==> src/rtl/pc_sequencer.sv <==
// Program-counter sequencer: fetches one instruction at a time over a req/ack handshake,
// issues it to decode and resolves jump-class opcodes against register-file operands.
module pc_sequencer #(
    parameter logic [15:0] RESET_PC   = 16'h0000,
    parameter logic [2:0]  JUMP_CLASS = 3'b110,
    parameter logic [4:0]  HALT_OP    = 5'b11111,
    parameter bit          SIGNED_CMP = 1'b1
) (
    input  logic        clk,
    input  logic        rst,
    input  logic        run,
    input  logic        stall,
    output logic        fetch_req,
    output logic [15:0] fetch_addr,
    input  logic        fetch_ack,
    input  logic [15:0] fetch_data,
    output logic        instr_valid,
    output logic [15:0] instr,
    input  logic        issue_ready,
    input  logic        branch_valid,
    input  logic [15:0] operand_a,
    input  logic [15:0] operand_b,
    input  logic [15:0] target,
    output logic [15:0] pc,
    output logic        taken,
    output logic        halted
);

    typedef enum logic [2:0] {
        IDLE,
        FETCH,
        ISSUE,
        RESOLVE,
        HALT
    } state_t;

    state_t      state, state_next;
    logic [15:0] pc_next, instr_next, pc_inc;
    logic        taken_next;
    logic        a_gt_b, a_lt_b, cond;
    logic [4:0]  op;

    assign op     = instr[15:11];
    assign pc_inc = pc + 16'd1;

    always_comb begin
        if (SIGNED_CMP) begin
            a_gt_b = $signed(operand_a) > $signed(operand_b);
            a_lt_b = $signed(operand_a) < $signed(operand_b);
        end else begin
            a_gt_b = operand_a > operand_b;
            a_lt_b = operand_a < operand_b;
        end
        case (op[1:0])
            2'b00:   cond = a_gt_b;
            2'b01:   cond = a_lt_b;
            2'b10:   cond = (operand_a == operand_b);
            default: cond = 1'b1;
        endcase
    end

    always_comb begin
        state_next = state;
        pc_next    = pc;
        instr_next = instr;
        taken_next = 1'b0;
        case (state)
            IDLE: begin
                if (run && !stall) state_next = FETCH;
            end
            // An ack always wins over stall once the request is outstanding.
            FETCH: begin
                if (fetch_ack) begin
                    instr_next = fetch_data;
                    state_next = ISSUE;
                end
            end
            ISSUE: begin
                if (issue_ready) begin
                    if (op == HALT_OP) begin
                        pc_next    = pc_inc;
                        state_next = HALT;
                    end else if (op[4:2] == JUMP_CLASS) begin
                        state_next = RESOLVE;
                    end else begin
                        pc_next    = pc_inc;
                        state_next = stall ? IDLE : FETCH;
                    end
                end
            end
            RESOLVE: begin
                if (branch_valid) begin
                    pc_next    = cond ? target : pc_inc;
                    taken_next = cond;
                    state_next = stall ? IDLE : FETCH;
                end
            end
            HALT: begin
                if (run && !stall) state_next = FETCH;
            end
            default: state_next = IDLE;
        endcase
    end

    always_ff @(posedge clk or posedge rst) begin
        if (rst) begin
            state <= IDLE;
            pc    <= RESET_PC;
            instr <= '0;
            taken <= 1'b0;
        end else begin
            state <= state_next;
            pc    <= pc_next;
            instr <= instr_next;
            taken <= taken_next;
        end
    end

    assign fetch_req   = (state == FETCH);
    assign fetch_addr  = pc;
    assign instr_valid = (state == ISSUE);
    assign halted      = (state == HALT);

endmodule
==> config.mk <==
export PLATFORM = sky130hd
export DESIGN_NAME = pc_sequencer
export DESIGN_NICKNAME = d
export VERILOG_FILES = /design/src/rtl/pc_sequencer.sv
export SDC_FILE = /design/constraint.sdc
export NUM_CORES = 1
export LEC_CHECK = 0
export CORE_ASPECT_RATIO = 0.9
export CORE_UTILIZATION = 30
export DETAILED_ROUTE_END_ITERATION = 12
export PLACE_DENSITY = 0.63
export SLEW_MARGIN = 15
export SYNTH_ARGS = -nofsm -noshare
export SYNTH_HDL_FRONTEND = slang
export SYNTH_SLANG_ARGS = --single-unit
==> constraint.sdc <==
create_clock -name clk -period 3 [get_ports clk]
set_input_delay 0.75 -clock clk [delete_from_list [all_inputs] [get_ports clk]]
set_output_delay 0.75 -clock clk [all_outputs]
set_load 0.05 [all_outputs]
# Word-level counts from Yosys, hierarchy flattened
# Cells that the tools add are included.
# Widths: inputs -> output; s select.
[word_totals] ff_bits=36 inputBits=71 word_cells=47
[classes] add_sub_neg=1 order_cmp=2 n_eq_ne=14 muxes=17 reduce_logical=9
[op_table] operator="$mux 16" count=5
[op_table] operator="$pmux 16 s2" count=1
[op_table] operator="$add 16x1->16 const B" count=1
[op_table] operator="$eq 16x16->1" count=1
[op_table] operator="$gt 16x16->1" count=1
[op_table] operator="$lt 16x16->1" count=1
[op_table] operator="$mux 3" count=5
[op_table] operator="$pmux 3 s4" count=1
[op_table] operator="$reduce_and 4->1" count=2
[op_table] operator="$eq 3x2->1 const B" count=2
[op_table] operator="$eq 3x3->1 const B" count=2
[op_table] operator="$ne 2x1->1 const B" count=3
[op_table] operator="$eq 5x5->1 const B" count=1
[op_table] operator="$eq 3x1->1 const B" count=1
[op_table] operator="$logic_not 3->1" count=1
[op_table] operator="$mux 1" count=3
[op_table] operator="$ne 3x3->1 const B" count=1
[op_table] operator="$pmux 1 s3" count=1
[op_table] operator="$eq 2x1->1 const B" count=1
[op_table] operator="$eq 2x2->1 const B" count=1
[op_table] operator="$logic_not 2->1" count=1
[op_table] operator="$mux 2" count=1
[op_table] operator="$ne 2x2->1 const B" count=1
[op_table] operator="$reduce_and 2->1" count=1
[op_table] operator="other kinds (4)" count=4

# Depth between registers and ports, before layout
[depth] word_depth=5 ltp_mapped=11 ltp_nobuf=9

# Worst setup path after synthesis
# No wires, ideal clock.
[synth_path] path_kind="register -> register" startpoint="reg state[1]" endpoint="reg instr[0]" setup_ps=125 arrival_time_ps=2768 required_time_ps=2875 slack_ps=107 path_stages_with_launch=7 synth_period_minus_slack_ps=2893 cell_sequence="dfrtp_1 -> buf_2 -> nor3b_1 -> and2_1 -> clkbuf_1 -> buf_2 -> mux2_2"
[synth_between] elab_chain_cells=2
[synth_rtl] element="start, declared" line_no="37" text="state_t state, state_next;"
[synth_rtl] element="start signal, assigned" line_no="112" text="state <= state_next;"
[synth_rtl] element="$eq 3x1->1"
[synth_rtl] element="via fetch_req" line_no="13" text="output logic fetch_req,"
[synth_rtl] element="$reduce_and 2->1 (no line)"
[synth_rtl] element="end signal, assigned" line_no="114" text="instr <= instr_next;"
[synth_rtl] element="end, declared" line_no="18" text="output logic [15:0] instr,"
# The timed path passes the listed nets, and every way through them passes these cells.
# A chain may end at the register's enable or synchronous reset.

# Worst setup path after layout
[layout_path] startpoint="in operand_a[4]" endpoint="reg pc[13], in the netlist fetch_addr[13]"
[layout_between] elab_chain_cells=5 elab_cells_between_ends=7 classes_between="2 x order compare; 1 x eq/ne; 4 x mux"
[layout_rtl] element="start, declared" line_no="21" text="input logic [15:0] operand_a,"
[layout_rtl] element="$lt 16x16->1, or another cell as far along" line_no="49" text="a_lt_b = $signed(operand_a) < $signed(operand_b);"
[layout_rtl] element="$pmux 1 s3 *" line_no="54" text="case (op[1:0])"
[layout_rtl] element="$mux 16 *" line_no="93" text="pc_next = cond ? target : pc_inc;"
[layout_rtl] element="$mux 16 *" line_no="92" text="if (branch_valid) begin"
[layout_rtl] element="$pmux 16 s2 *" line_no="67" text="case (state)"
[layout_rtl] element="end signal, assigned" line_no="113" text="pc <= pc_next;"
[layout_rtl] element="end, declared" line_no="24" text="output logic [15:0] pc,"
# Every way passes the cells marked *; elsewhere a longest branch is shown, timed or not. The select of a mux whose other input is x is not followed.

==> flow_summary.toml <==
[routing]
routed_wl_um = 9060
drtAntennaViolNets = 0
viasPerCell = 5.24
dr.pass1.iters = 4
drt_iter0_drc = 143
avgRoutedWirePerCell_um = 16.3
num_vias = 2906
drc = 0

[worst_setup_path]
worstRegToRegCells = 8
critPathCaptureType = "flop"
cp.required_ns = 3.17
path_class = "input port to flop"
path_max_fanout = 6
cp-start-kind = "input port"
arrival_ns = 3.10

[sta]
setup_viol = 0
rsz0062_at_grt = "yes"
period_needed_ns = 2.92
hold_viol = 0
max_freq_ghz = 0.342
worst_pin_slew_ns = 0.547
drv_slew = 0
finalClockSkew_ns = 0.0104
min_period_over_period_pct = 97.5
maxSlewHeadroom_pct = 63.4

[worst_hold_path]
min_path_cells = 1
hold_class = "flop to flop"

[logic_synthesis]
synth_area_um2 = 2900
synth.distinct_cells = 50
synth_commonest_cells = "dfrtp_1 (36), nand2_1 (28), inv_1 (21), nand4_1 (21)"
ys_ff_latch = 36
avgSynthCellArea_um2 = 9.49
syn_inst = 306
synth_top_family_by_area = "simple AND/OR/NAND/NOR gates"
synth_most_common_cell = "dfrtp_1"
yosys-mux-area-fraction_pct = 7.89
yosysTopAreaCell = "dfrtp_1"
synth_compound_area_share_pct = 19.7
yosysWarnings = 0
synthTopCellsByArea = "dfrtp_1 (31%), ha_1 (7.3%), mux2_2 (6.6%)"
syn_nets = 394
ys_async_sr_fraction_pct = 100
synth_edf_count = 0
yosysSeqAreaShare_pct = 31.0
ys.flop_type = "dfrtp_1"
yosys.area_share.adder_pct = 7.33
synthXorXnorAreaFrac_pct = 0
synthSimpleGateAreaFrac_pct = 24.3
synth_top_area_share_pct = 31.0

[die]
io_pins = 123
coreArea_um2 = 9250
die_area_um2 = 10100
die_h_um = 95.3
start_util_pct = 31.4
fp.dieW_um = 106
core.rowCount = 33

[power]
sw_frac_of_total_pct = 52.5
switching_power_w = 0.00209
p_int_w = 0.00189
vdd_ir_drop_max_v = 0.000551
power_frac_comb_pct = 68.2
leakagePower_nw = 1.98
p_clk_share_pct = 8.7
cellPowerDensity_nw_per_um2 = 837
power_frac_seq_pct = 23.1

[clocking]
clkLatencyLatePin_ns = 0.30
cts_tree = "built"
cts_sinks = 36
path_clk_slew_ns = 0.08
cts-hold-fix-buffers = 0
htree_levels = 2
cts_root_buffer = "clkbuf_8"
clockBufferDepth = 2
cts_buffers = 5

[global_routing]
grt_max_degree = 37
grt_pass1_vias = 2785
grt.total_usage_pct = 16.9
grt_pass1_wl_um = 13400
gr-total-overflow = 0
antenna_found_initial = 0

[place]
hpwl_um = 6310
port_buffers = 122
place_congestion = 0.765
postPlaceCellArea_um2 = 4260

[flow_run]
drv_cap = 0

[status]
status = "finished, final reports clean"

[final_layout]
fin_util_pct = 51.4
drive_above_1_share_pct = 27.3
fin_area_um2 = 4750
synthToLayoutAreaGrowth_pct = 63.7
num_antenna_cells = 0
layout.nets = 521
num-fill-cells = 845
-- routing by layer --
metal  up-vias  GRT usage [%]  routed length [um]  share of wire [%]
li1       1377              -                   -                  -
met1      1422           20.7                3880                 43
met2        99           29.9                4500                 50
met3         8           4.24                 576                6.4
met4         0           4.40                 101                1.1
met5         -              0                   0                  0
-- layout make-up --
type	count	area, um^2	share of cell area, %
timing repair buffer	150	1540	32.5
multi-input combinational	219	2000	42.1
inverter	21	78.8	1.66
clock inverter	1	5.00	0.105
clock buffer	6	72.6	1.53
sequential	36	901	19.0
tap	122	153	3.21
-- metrics by stage --
step	TNS [ns]	setup slack, ns	instances	total power, W	hold slack (ns)
CTS	0	0.00108	547	0.00391	0.522
finish	0	0.0759	555	0.00398	0.516
global placement	-4.96	-0.331	539	0.00348	0.489
global route	-0.135	-0.0511	555	0.00421	0.537
detailed placement	-5.91	-0.381	539	0.00352	0.501
floorplan	0	0.107	306	0.00274	0.495
-- worst max-delay path, cell delays in order --
cell and delay [ns]:
clkdlybuf4s50_1 0.41, ha_1 0.28, nand4_1 0.19, buf_4 0.21, a2111oi_4 0.17, buf_4 0.19, buf_4 0.12, nor3_4 0.04
mux2i_4 0.23, buf_12 0.17, a41oi_1 0.23, o211ai_2 0.10
-- power by group through the flow --
| stage | clock (W) | sequential [W] | combinational [W] |
|---|---|---|---|
| 5_1_grt | 0.000375 | 0.000961 | 0.00287 |
| 6_report | 0.000346 | 0.000920 | 0.00271 |
| 4_1_cts | 0.000360 | 0.000922 | 0.00262 |
| 3_5_place_dp | 0 | 0.000928 | 0.00259 |
| 2_1_floorplan | 0 | 0.00147 | 0.00127 |
| 3_3_place_gp | 0 | 0.000909 | 0.00257 |
-- sequential cells by signal (all words and copies together) (netlist names) --
signal and count:
fetch_addr 16, instr 16, state 3, taken 1
-- placed cells by master, fill, tap and decap left out, types with 4 or more instances in the layout --
cell               n
nand4_1           21
clkdlybuf4s50_1  104
nor4_1             4
nand2_1           27
a41oi_2           10
nor2_1            12
dfrtp_1           36
mux2_2            17
inv_2             10
inv_1             11
buf_4             21
o21ai_0            6
nor3_1            10
and2_1            15
a21oi_1            5
o211ai_2           9
and3_1             4
nand3_1            6
o211ai_1           6
ha_4              13
dlymetal6s2s_1    18
ha_1               4
clkbuf_8           5
or2_2              4
-- final timing paths --
check                             startpoint              to  slack, ns
min in group asynchronous                rst        instr[1]       0.86
max in group asynchronous                rst   fetch_addr[9]       1.80
worst max-delay path            operand_a[4]  fetch_addr[13]       0.08
worst min-delay path                instr[2]        instr[2]       0.52
worst max register to register      state[2]   fetch_addr[3]       0.67
worst min register to register      instr[2]        instr[2]       0.52
-- kinds of logic after synthesis --
kind of cell	count (synthesis)
simple gates	123
flops	36
mux	19
fa+ha+maj	17
buf+inv	52
compound gates	59
-- timing repair --
item | in CTS | in global routing
buffers inserted | 1 | 7
endpoints found under the setup margin | 15 | 17
cloned | 0 | 2
resized for setup | 10 | 53
pin swaps | 6 | 17
No activity file was read; power rests on OpenSTA's default activity.
